`config.mk`:
```
export PLATFORM = sky130hd
export DESIGN_NAME = mem_arbiter
export DESIGN_NICKNAME = d
export VERILOG_FILES = /design/src/rtl/mem_arbiter.sv
export SDC_FILE = /design/constraint.sdc
export NUM_CORES = 1
export LEC_CHECK = 0
export ABC_AREA = 1
export BUFFER_PORTS_ARGS = -buffer_cell sky130_fd_sc_hd__buf_4
export CAP_MARGIN = 20
export CORE_AREA = 5 5 270 272
export DETAILED_ROUTE_END_ITERATION = 10
export DIE_AREA = 0 0 275 277
export HOLD_SLACK_MARGIN = 0.06
export MAX_ROUTING_LAYER = met4
export PLACE_DENSITY = 0.44
export REMOVE_ABC_BUFFERS = 1
export SYNTH_ARGS = -nofsm -noshare
export SYNTH_HDL_FRONTEND = slang
export SYNTH_SLANG_ARGS = --single-unit
```
`constraint.sdc`:
```
create_clock -name clk -period 4.4 [get_ports clk]
set_input_delay 0.88 -clock clk [delete_from_list [all_inputs] [get_ports clk]]
set_output_delay 0.88 -clock clk [all_outputs]
set_load 0.02 [all_outputs]
```
`src/rtl/mem_arbiter.sv`:
```
// rtl/mem_arbiter.sv - shares one physical memory port between the I-cache and D-cache
//
// Optional build macro: MEM_ARBITER_RR_EN
//   undefined : simultaneous requests in IDLE always go to the data side
//   defined   : a 1-bit round-robin pointer breaks ties (resets to favour data)
//
// Ports:
//   clk, reset_n                      clock, asynchronous active-low reset
//   i_read, i_addr                    instruction-side line read request (held until i_resp)
//   i_rdata, i_resp                   instruction-side read data and completion pulse
//   d_read, d_write, d_addr, d_wdata  data-side line read/write request (held until d_resp)
//   d_rdata, d_resp                   data-side read data and completion pulse
//   mem_read, mem_write, mem_addr,
//   mem_wdata                         physical memory command
//   mem_rdata, mem_resp               physical memory read data and completion pulse
//   grant_d                           high while the data side owns the port
//   err_proto                         sticky protocol-error flag (cleared by reset only)

module mem_arbiter #(
  parameter int ADDR_W = 16,
  parameter int LINE_W = 128
) (
  input  logic              clk,
  input  logic              reset_n,
  input  logic              i_read,
  input  logic [ADDR_W-1:0] i_addr,
  output logic [LINE_W-1:0] i_rdata,
  output logic              i_resp,
  input  logic              d_read,
  input  logic              d_write,
  input  logic [ADDR_W-1:0] d_addr,
  input  logic [LINE_W-1:0] d_wdata,
  output logic [LINE_W-1:0] d_rdata,
  output logic              d_resp,
  output logic              mem_read,
  output logic              mem_write,
  output logic [ADDR_W-1:0] mem_addr,
  output logic [LINE_W-1:0] mem_wdata,
  input  logic [LINE_W-1:0] mem_rdata,
  input  logic              mem_resp,
  output logic              grant_d,
  output logic              err_proto
);

  localparam logic [1:0] IDLE    = 2'd0;
  localparam logic [1:0] SERVE_I = 2'd1;
  localparam logic [1:0] SERVE_D = 2'd2;

  logic [1:0]        state;
  logic [1:0]        state_nxt;
  logic              d_req;
  logic              pick_d;
  logic              pick_i;
  logic              proto_bad;

  // Command actually presented to memory this cycle
  logic              cmd_read;
  logic              cmd_write;
  logic [ADDR_W-1:0] cmd_addr;
  logic [LINE_W-1:0] cmd_wdata;

  // Last command sampled from the granted side; replayed if it drops its request early
  logic              lat_read;
  logic              lat_write;
  logic [ADDR_W-1:0] lat_addr;
  logic [LINE_W-1:0] lat_wdata;

  assign d_req = d_read | d_write;

`ifdef MEM_ARBITER_RR_EN
  logic rr_fav_i;

  assign pick_d = d_req & (~i_read | ~rr_fav_i);

  // Flip only when the favoured side finishes, so the other side wins the next tie
  always_ff @(posedge clk or negedge reset_n) begin
    if (!reset_n) begin
      rr_fav_i <= 1'b0;
    end else if ((i_resp && rr_fav_i) || (d_resp && !rr_fav_i)) begin
      rr_fav_i <= ~rr_fav_i;
    end
  end
`else
  assign pick_d = d_req;
`endif

  assign pick_i = i_read & ~pick_d;

  always_comb begin
    cmd_read  = 1'b0;
    cmd_write = 1'b0;
    cmd_addr  = '0;
    cmd_wdata = '0;
    proto_bad = 1'b0;
    case (state)
      SERVE_I: begin
        if (i_read) begin
          cmd_read = 1'b1;
          cmd_addr = i_addr;
        end else begin
          cmd_read  = lat_read;
          cmd_addr  = lat_addr;
          proto_bad = 1'b1;
        end
      end
      SERVE_D: begin
        if (d_req) begin
          // read+write together is illegal; the write wins
          cmd_write = d_write;
          cmd_read  = d_read & ~d_write;
          cmd_addr  = d_addr;
          cmd_wdata = d_wdata;
          proto_bad = d_read & d_write;
        end else begin
          cmd_read  = lat_read;
          cmd_write = lat_write;
          cmd_addr  = lat_addr;
          cmd_wdata = lat_wdata;
          proto_bad = 1'b1;
        end
      end
      default: ;
    endcase
  end

  always_comb begin
    state_nxt = IDLE;
    case (state)
      IDLE: begin
        if (pick_d)      state_nxt = SERVE_D;
        else if (pick_i) state_nxt = SERVE_I;
        else             state_nxt = IDLE;
      end
      SERVE_I: state_nxt = mem_resp ? IDLE : SERVE_I;
      SERVE_D: state_nxt = mem_resp ? IDLE : SERVE_D;
      default: state_nxt = IDLE;
    endcase
  end

  always_ff @(posedge clk or negedge reset_n) begin
    if (!reset_n) begin
      state     <= IDLE;
      err_proto <= 1'b0;
      lat_read  <= 1'b0;
      lat_write <= 1'b0;
      lat_addr  <= '0;
      lat_wdata <= '0;
    end else begin
      state <= state_nxt;
      if (proto_bad) err_proto <= 1'b1;
      if (state == IDLE) begin
        // Capture the side about to be granted so an immediate drop still has a command
        if (pick_d) begin
          lat_read  <= d_read & ~d_write;
          lat_write <= d_write;
          lat_addr  <= d_addr;
          lat_wdata <= d_wdata;
        end else begin
          lat_read  <= i_read;
          lat_write <= 1'b0;
          lat_addr  <= i_addr;
          lat_wdata <= '0;
        end
      end else begin
        lat_read  <= cmd_read;
        lat_write <= cmd_write;
        lat_addr  <= cmd_addr;
        lat_wdata <= cmd_wdata;
      end
    end
  end

  assign mem_read  = cmd_read;
  assign mem_write = cmd_write;
  assign mem_addr  = cmd_addr;
  assign mem_wdata = cmd_wdata;
  assign grant_d   = (state == SERVE_D);
  assign i_resp    = (state == SERVE_I) & mem_resp;
  assign d_resp    = (state == SERVE_D) & mem_resp;
  assign i_rdata   = (state != IDLE) ? mem_rdata : '0;
  assign d_rdata   = (state != IDLE) ? mem_rdata : '0;

endmodule
```
==> metrics.md, run 1 <==
| Metric | Value |
|---|---|
| WHS | `475 ps` |
| Worst path required time | `3520 ps` |
| CTS tree | `yes` |
| Rows | `98` |
| Synth top area cells | `dfrtp_1 (35%), nand2_1 (19%), buf_4 (9.4%)` |
| Nets | `2,370` |
| EDFF count, synth | `0` |
| RSZ-0062 raised after global routing | `false` |
| Tcrit/Tclk final | `0.843` |
| # setup viols final | `0` |
| DRT iter0 DRCs | `666` |
| Via density | `3.88` |
| Routability cong. | `1.03` |
| Die ar. | `76,200 µm²` |
| Most frequent cell after synthesis | `nand2_1` |
| Critical Path End Type | `output port` |
| FFs w/ async S/R, synth | `1.00` |
| Post CTS Setup Buffer Count | `0` |
| CTS resizes | `0` |
| Total power draw | `10.3 mW` |
| CP Launch Type | `flip-flop` |
| Kind of critical path | `reg2out` |
| Final slew viol count | `0` |
| DRT Pass-1 Iters | `5` |
| Fmax | `0.270 GHz` |
| Hpwl dp | `51,600 µm` |
| PD cells | `634 nW/µm²` |
| Seq cells post-synth | `149` |
| Fill count | `7,986` |
| CTS sink count | `149` |
| Hold crit path type | `in2async` |
| DRC viols | `0` |
| Worst VDD drop | `0.327 mV` |
| Initial Util | `0.150` |
| Cell taking the most area after synthesis | `dfrtp_1` |
| Leak | `8.62 nW` |
| First-pass GRT wire length | `88,000 µm` |
| Yosys cell types | `22` |
| CTS HTree Levels | `4` |
| Syn Std Cell Area | `10,600 µm²` |
| Clock skew | `7.65 ps` |
| PortBufs | `699` |
| Maxcap violations | `0` |
| DR WL/cell | `21.0 µm` |
| Syn_area_per_cell | `6.75 µm²` |
| Largest net degree at the start of global routing | `97` |
| Seq/Total Area, Yosys | `0.353` |
| Total Routing Usage GR | `0.165` |
| Die Width | `275 µm` |
| Vias in the first global route | `11,700` |
| Crit path max fanout | `67` |
| Clk_lat worst skew | `470 ps` |
| Initial antenna violation count | `2` |
| Drt total wl | `63,600 µm` |
| Global route total overflow | `0` |
| Ys Warns | `0` |
| Slew @ Worst Pin | `906 ps` |
| IO Count | `700` |
| Top cell type's share of synthesized area | `0.353` |
| Mapped Cells | `1,566` |
| Synth top cells by count | `nand2_1 (537), inv_1 (170), dfrtp_1 (149), o21ai_0 (144), buf_4 (133)` |
| Hold_buf cts | `0` |
| Clock Path Buffers | `2` |
| Final hold violations | `0` |
| Routed vias | `11,800` |
| Core Util, Final | `0.231` |
| Post-synth top flop | `dfrtp_1` |
| Crit path time final | `3710 ps` |
| Area growth from synthesis to layout | `54.2%` |
| CTS root buf | `clkbuf_16` |
| Data arrival time of the worst path | `2830 ps` |
| Status | `completed` |
| Clock Pin Slew Worst Setup and Hold Paths | `70 ps` |
| Chip Height | `277 µm` |
| Ratio of cells with drive above 1 in the final layout | `0.403` |
| Core area | `70,500 µm²` |
| Antenna viol nets, final | `0` |
| CTS Buf Count | `17` |
| Slew headroom | `0.394` |
## where the power goes
part / switching, mW / internal, mW / total, mW
Clock: 0.670 / 0.883 / 1.55
Sequential: 0.167 / 1.93 / 2.09
Combinational: 4.49 / 2.19 / 6.68
## registers in the layout, indices dropped and copies added, names as in the netlist
register / cells
err_proto: 1
lat_read: 1
lat_addr: 16
lat_wdata: 128
state: 2
lat_write: 1
## worst max-delay path, cell delays in order (launching register included)
cell and delay, ps:
dfrtp_1 400, inv_1 120, ha_1 400, inv_6 540, buf_12 450, a21oi_1 150, buf_4 190
## layer usage
metal,GRT usage,routed length [µm],vias up
met1,0.191,25300,5530
met4,0.0561,2030,0
li1,-,-,5705
met5,-,0,-
met2,0.284,32300,481
met3,0.0328,3930,62
## path summary, 6_finish.rpt
check | start | end | slack (ps) | depth (start not counted)
max | state[0]$_DFF_PN0_ | mem_wdata[17] | 690 | 6
min | reset_n | lat_wdata[60]$_DFF_PN0_ | 480 | 1
max reg2reg | state[0]$_DFF_PN0_ | lat_wdata[17]$_DFF_PN0_ | 1940 | 7
min reg2reg | err_proto$_DFFE_PN0P_ | err_proto$_DFFE_PN0P_ | 480 | 1
max in group asynchronous | reset_n | lat_wdata[29]$_DFF_PN0_ | 2990 | 2
min in group clk | err_proto$_DFFE_PN0P_ | err_proto$_DFFE_PN0P_ | 480 | 1
## cell families after synthesis
logic type / after synthesis / share of synthesized area
compound gates: 296 / 0.172
simple gates: 706 / 0.256
buf+inv: 406 / 0.209
fa+ha+maj: 9 / 0.0106
flops: 149 / 0.353
## layout by cell type (no fill, tap or decap), drive strengths merged
cell / n
dfrtp: 149
clkinv: 8
bufinv: 2
nor2: 128
buf: 713
inv: 174
a21o: 1
clkbuf: 22
and3: 2
diode: 2
nand4: 2
clkinvlp: 1
ha: 9
a21oi: 147
o21ai: 148
nand2: 537
nand3: 35
or2: 2
## per-stage QoR
step | std cells | TNS, ps | setup WS (ps) | cell area [µm²]
detailed placement | 2998 | 0 | 982 | 15700
finish | 3032 | 0 | 690 | 16300
CTS | 3030 | 0 | 599 | 16300
floorplan | 1335 | -608630 | -1980 | 9030
global placement | 2998 | 0 | 1000 | 15700
global route | 3031 | 0 | 526 | 16300
## layout make-up
cell class | count | area (µm²) | share of cell area
antenna | 2 | 5.00 | 0.000307
clock buffer | 22 | 474 | 0.0291
clock inverter | 10 | 121 | 0.00744
inverter | 175 | 669 | 0.0410
multi-input combinational | 1011 | 4660 | 0.286
sequential | 149 | 3730 | 0.229
tap | 950 | 1190 | 0.0729
timing repair buffer | 713 | 5460 | 0.335
Power figures use the tool's default switching activity.
==> inputs of run 2 (changes only) <==
--- a/config.mk
+++ b/config.mk
@@ -8,12 +8,12 @@
 export ABC_AREA = 1
 export BUFFER_PORTS_ARGS = -buffer_cell sky130_fd_sc_hd__buf_4
 export CAP_MARGIN = 20
-export CORE_AREA = 5 5 270 272
+export CORE_AREA = 5 5 266 268
 export DETAILED_ROUTE_END_ITERATION = 10
-export DIE_AREA = 0 0 275 277
+export DIE_AREA = 0 0 271 273
 export HOLD_SLACK_MARGIN = 0.06
 export MAX_ROUTING_LAYER = met4
-export PLACE_DENSITY = 0.44
+export PLACE_DENSITY = 0.45
 export REMOVE_ABC_BUFFERS = 1
 export SYNTH_ARGS = -nofsm -noshare
 export SYNTH_HDL_FRONTEND = slang
==> constraint.sdc (replaced) <==
create_clock -name clk -period 3.72 [get_ports clk]
set_input_delay 0.744 -clock clk [delete_from_list [all_inputs] [get_ports clk]]
set_output_delay 0.744 -clock clk [all_outputs]
set_load 0.02 [all_outputs]
==> metrics.md, run 2 (synthesis gave the netlist of run 1 again) <==
| Metric | Value |
|---|---|
| Switching pwr | `6.30 mW` |
| DP Worst Slack | `338 ps` |
| Clk pwr share | `0.149` |
| Initial antenna violation count | `7` |
| Worst VDD drop | `0.365 mV` |
| CP max stage delay | `670 ps` |
| Worst path cell trace | `inv_1, ha_4, buf_12, nor2_1, buf_4` |
| Maxcap violations | `0` |
| DRT iter0 DRCs | `814` |
| RSZ-0062 raised after global routing | `false` |
| Routability cong. | `1.13` |
| Critical Path End Type | `output port` |
| Rows | `96` |
| Placed Area | `15,800 µm²` |
| Leak | `8.72 nW` |
| Combinational power share | `0.648` |
| Drt total wl | `59,000 µm` |
| Nets | `2,391` |
| Post CTS Setup Buffer Count | `0` |
| Max FFs per register | `128` |
| PortBufs | `699` |
| Crit path time final | `3410 ps` |
| Design Area, Final | `16,400 µm²` |
| Clk_lat worst skew | `470 ps` |
| Setup TNS Final | `0 ps` |
| PD cells | `747 nW/µm²` |
| Vias in the first global route | `12,000` |
| Total Routing Usage GR | `0.154` |
| Die ar. | `74,000 µm²` |
| Core area | `68,100 µm²` |
| Initial Util | `0.155` |
| CTS sink count | `149` |
| Routed vias | `12,000` |
| Worst path required time | `2980 ps` |
| Slew @ Worst Pin | `988 ps` |
| Total power draw | `12.2 mW` |
| Largest net degree at the start of global routing | `135` |
| Final setup margin | `307 ps` |
| Largest regs | `lat_wdata: 128 flops, lat_addr: 16 flops, state: 2 flops` |
| Core Util, Final | `0.241` |
| Final slew viol count | `0` |
| Hold crit path type | `in2async` |
| Flop pwr share | `0.202` |
| Commonest non-fill, non-tap cells in the layout | `buf_4 (724), nand2_1 (537), inv_1 (170)` |
| DRT Pass-1 Iters | `8` |
| Crit-path slowest cell | `nor2_1` |
| Most common cell after layout, fill and taps aside | `buf_4` |
| CTS root buf | `clkbuf_16` |
| Tcrit/Tclk final | `0.917` |
| Clock Path Buffers | `2` |
| Data arrival time of the worst path | `2670 ps` |
| First-pass GRT wire length | `81,800 µm` |
| Chip Height | `273 µm` |
| Clock Pin Slew Worst Setup and Hold Paths | `70 ps` |
| Die Width | `271 µm` |
| Fill count | `7,567` |
| # setup viols final | `0` |
| Hpwl dp | `48,000 µm` |
| Fmax | `0.293 GHz` |
| DRC viols | `0` |
| Crit path max fanout | `84` |
| Final hold violations | `0` |
| Antenna viol nets, final | `0` |
| Clock skew | `19.6 ps` |
| CTS Buf Count | `17` |
| Global route total overflow | `0` |
| Area growth from synthesis to layout | `55.0%` |
| Via density | `4.03` |
| CP Launch Type | `flip-flop` |
| Hold_buf cts | `0` |
| CTS tree | `yes` |
| IO Count | `700` |
| Int Power | `5.94 mW` |
| Ratio of cells with drive above 1 in the final layout | `0.410` |
| CTS resizes | `0` |
| Slew headroom | `0.342` |
| DR WL/cell | `19.8 µm` |
| Kind of critical path | `reg2out` |
| Status | `completed` |
| CTS HTree Levels | `4` |
| Sw Share | `0.515` |
| Largest register by flop count | `lat_wdata` |
-- run 2: cell types whose count changed in the layout (fill, tap and decap cells not counted) --
cell	before	now
inv_6	3	5
buf_4	704	724
buf_12	8	9
clkbuf_1	2	1
clkinvlp_4	1	3
clkbuf_8	3	1
clkinv_4	4	2
inv_8	0	1
diode_2	2	3
-- run 2: critical path: cells and delay by family (launching register included) --
| kind | cells | cell delay (ps) |
|---|---|---|
| adder cells (fa/ha/maj) | 1 | 340 |
| buffers and inverters | 3 | 700 |
| flip-flops | 1 | 420 |
| AND/OR/NAND/NOR | 1 | 670 |
-- run 2: final timing paths --
| path | endpoint | slack [ps] | cells after the start | startpoint |
|---|---|---|---|---|
| worst max register to register | lat_wdata[127]$_DFF_PN0_ | 1100 | 7 | state[1]$_DFF_PN0_ |
| max in group asynchronous | lat_wdata[84]$_DFF_PN0_ | 2420 | 2 | reset_n |
| worst min-delay path | lat_wdata[18]$_DFF_PN0_ | 270 | 1 | reset_n |
| worst max-delay path | d_rdata[67] | 310 | 5 | state[1]$_DFF_PN0_ |
| worst min register to register | err_proto$_DFFE_PN0P_ | 480 | 1 | err_proto$_DFFE_PN0P_ |
| min in group clk | err_proto$_DFFE_PN0P_ | 480 | 1 | err_proto$_DFFE_PN0P_ |
-- run 2: routing by layer --
layer | wire length (µm) | global-route usage | vias up
li1 | - | - | 5749
met1 | 23900 | 0.180 | 5663
met2 | 28400 | 0.249 | 558
met3 | 5230 | 0.0557 | 56
met4 | 1470 | 0.0489 | 0
met5 | 0 | - | -
-- run 2: final cells by class --
class                           count  area (µm²)  area share
Timing Repair Buffer              734        5630       0.343
Multi-Input combinational cell   1011        4660       0.285
Sequential cell                   149        3730       0.227
Tap cell                          882        1100      0.0673
Inverter                          175         669      0.0408
Clock buffer                       19         443      0.0270
Clock inverter                     13         148     0.00901
Antenna cell                        3        7.51    0.000458
-- run 2: power by group through the flow --
stage	registers, mW	logic, mW	clock network (mW)
finish	2.48	7.93	1.83
global route	2.54	8.46	1.98
CTS	2.48	8.02	1.93
detailed placement	2.51	8.00	0
global placement	2.49	7.95	0
floorplan	2.46	4.03	0
-- run 2: through the flow --
stage	cells	hold slack [ps]
global placement	2951	464
global route	2986	303
CTS	2983	259
detailed placement	2951	462
finish	2986	269
floorplan	1335	448
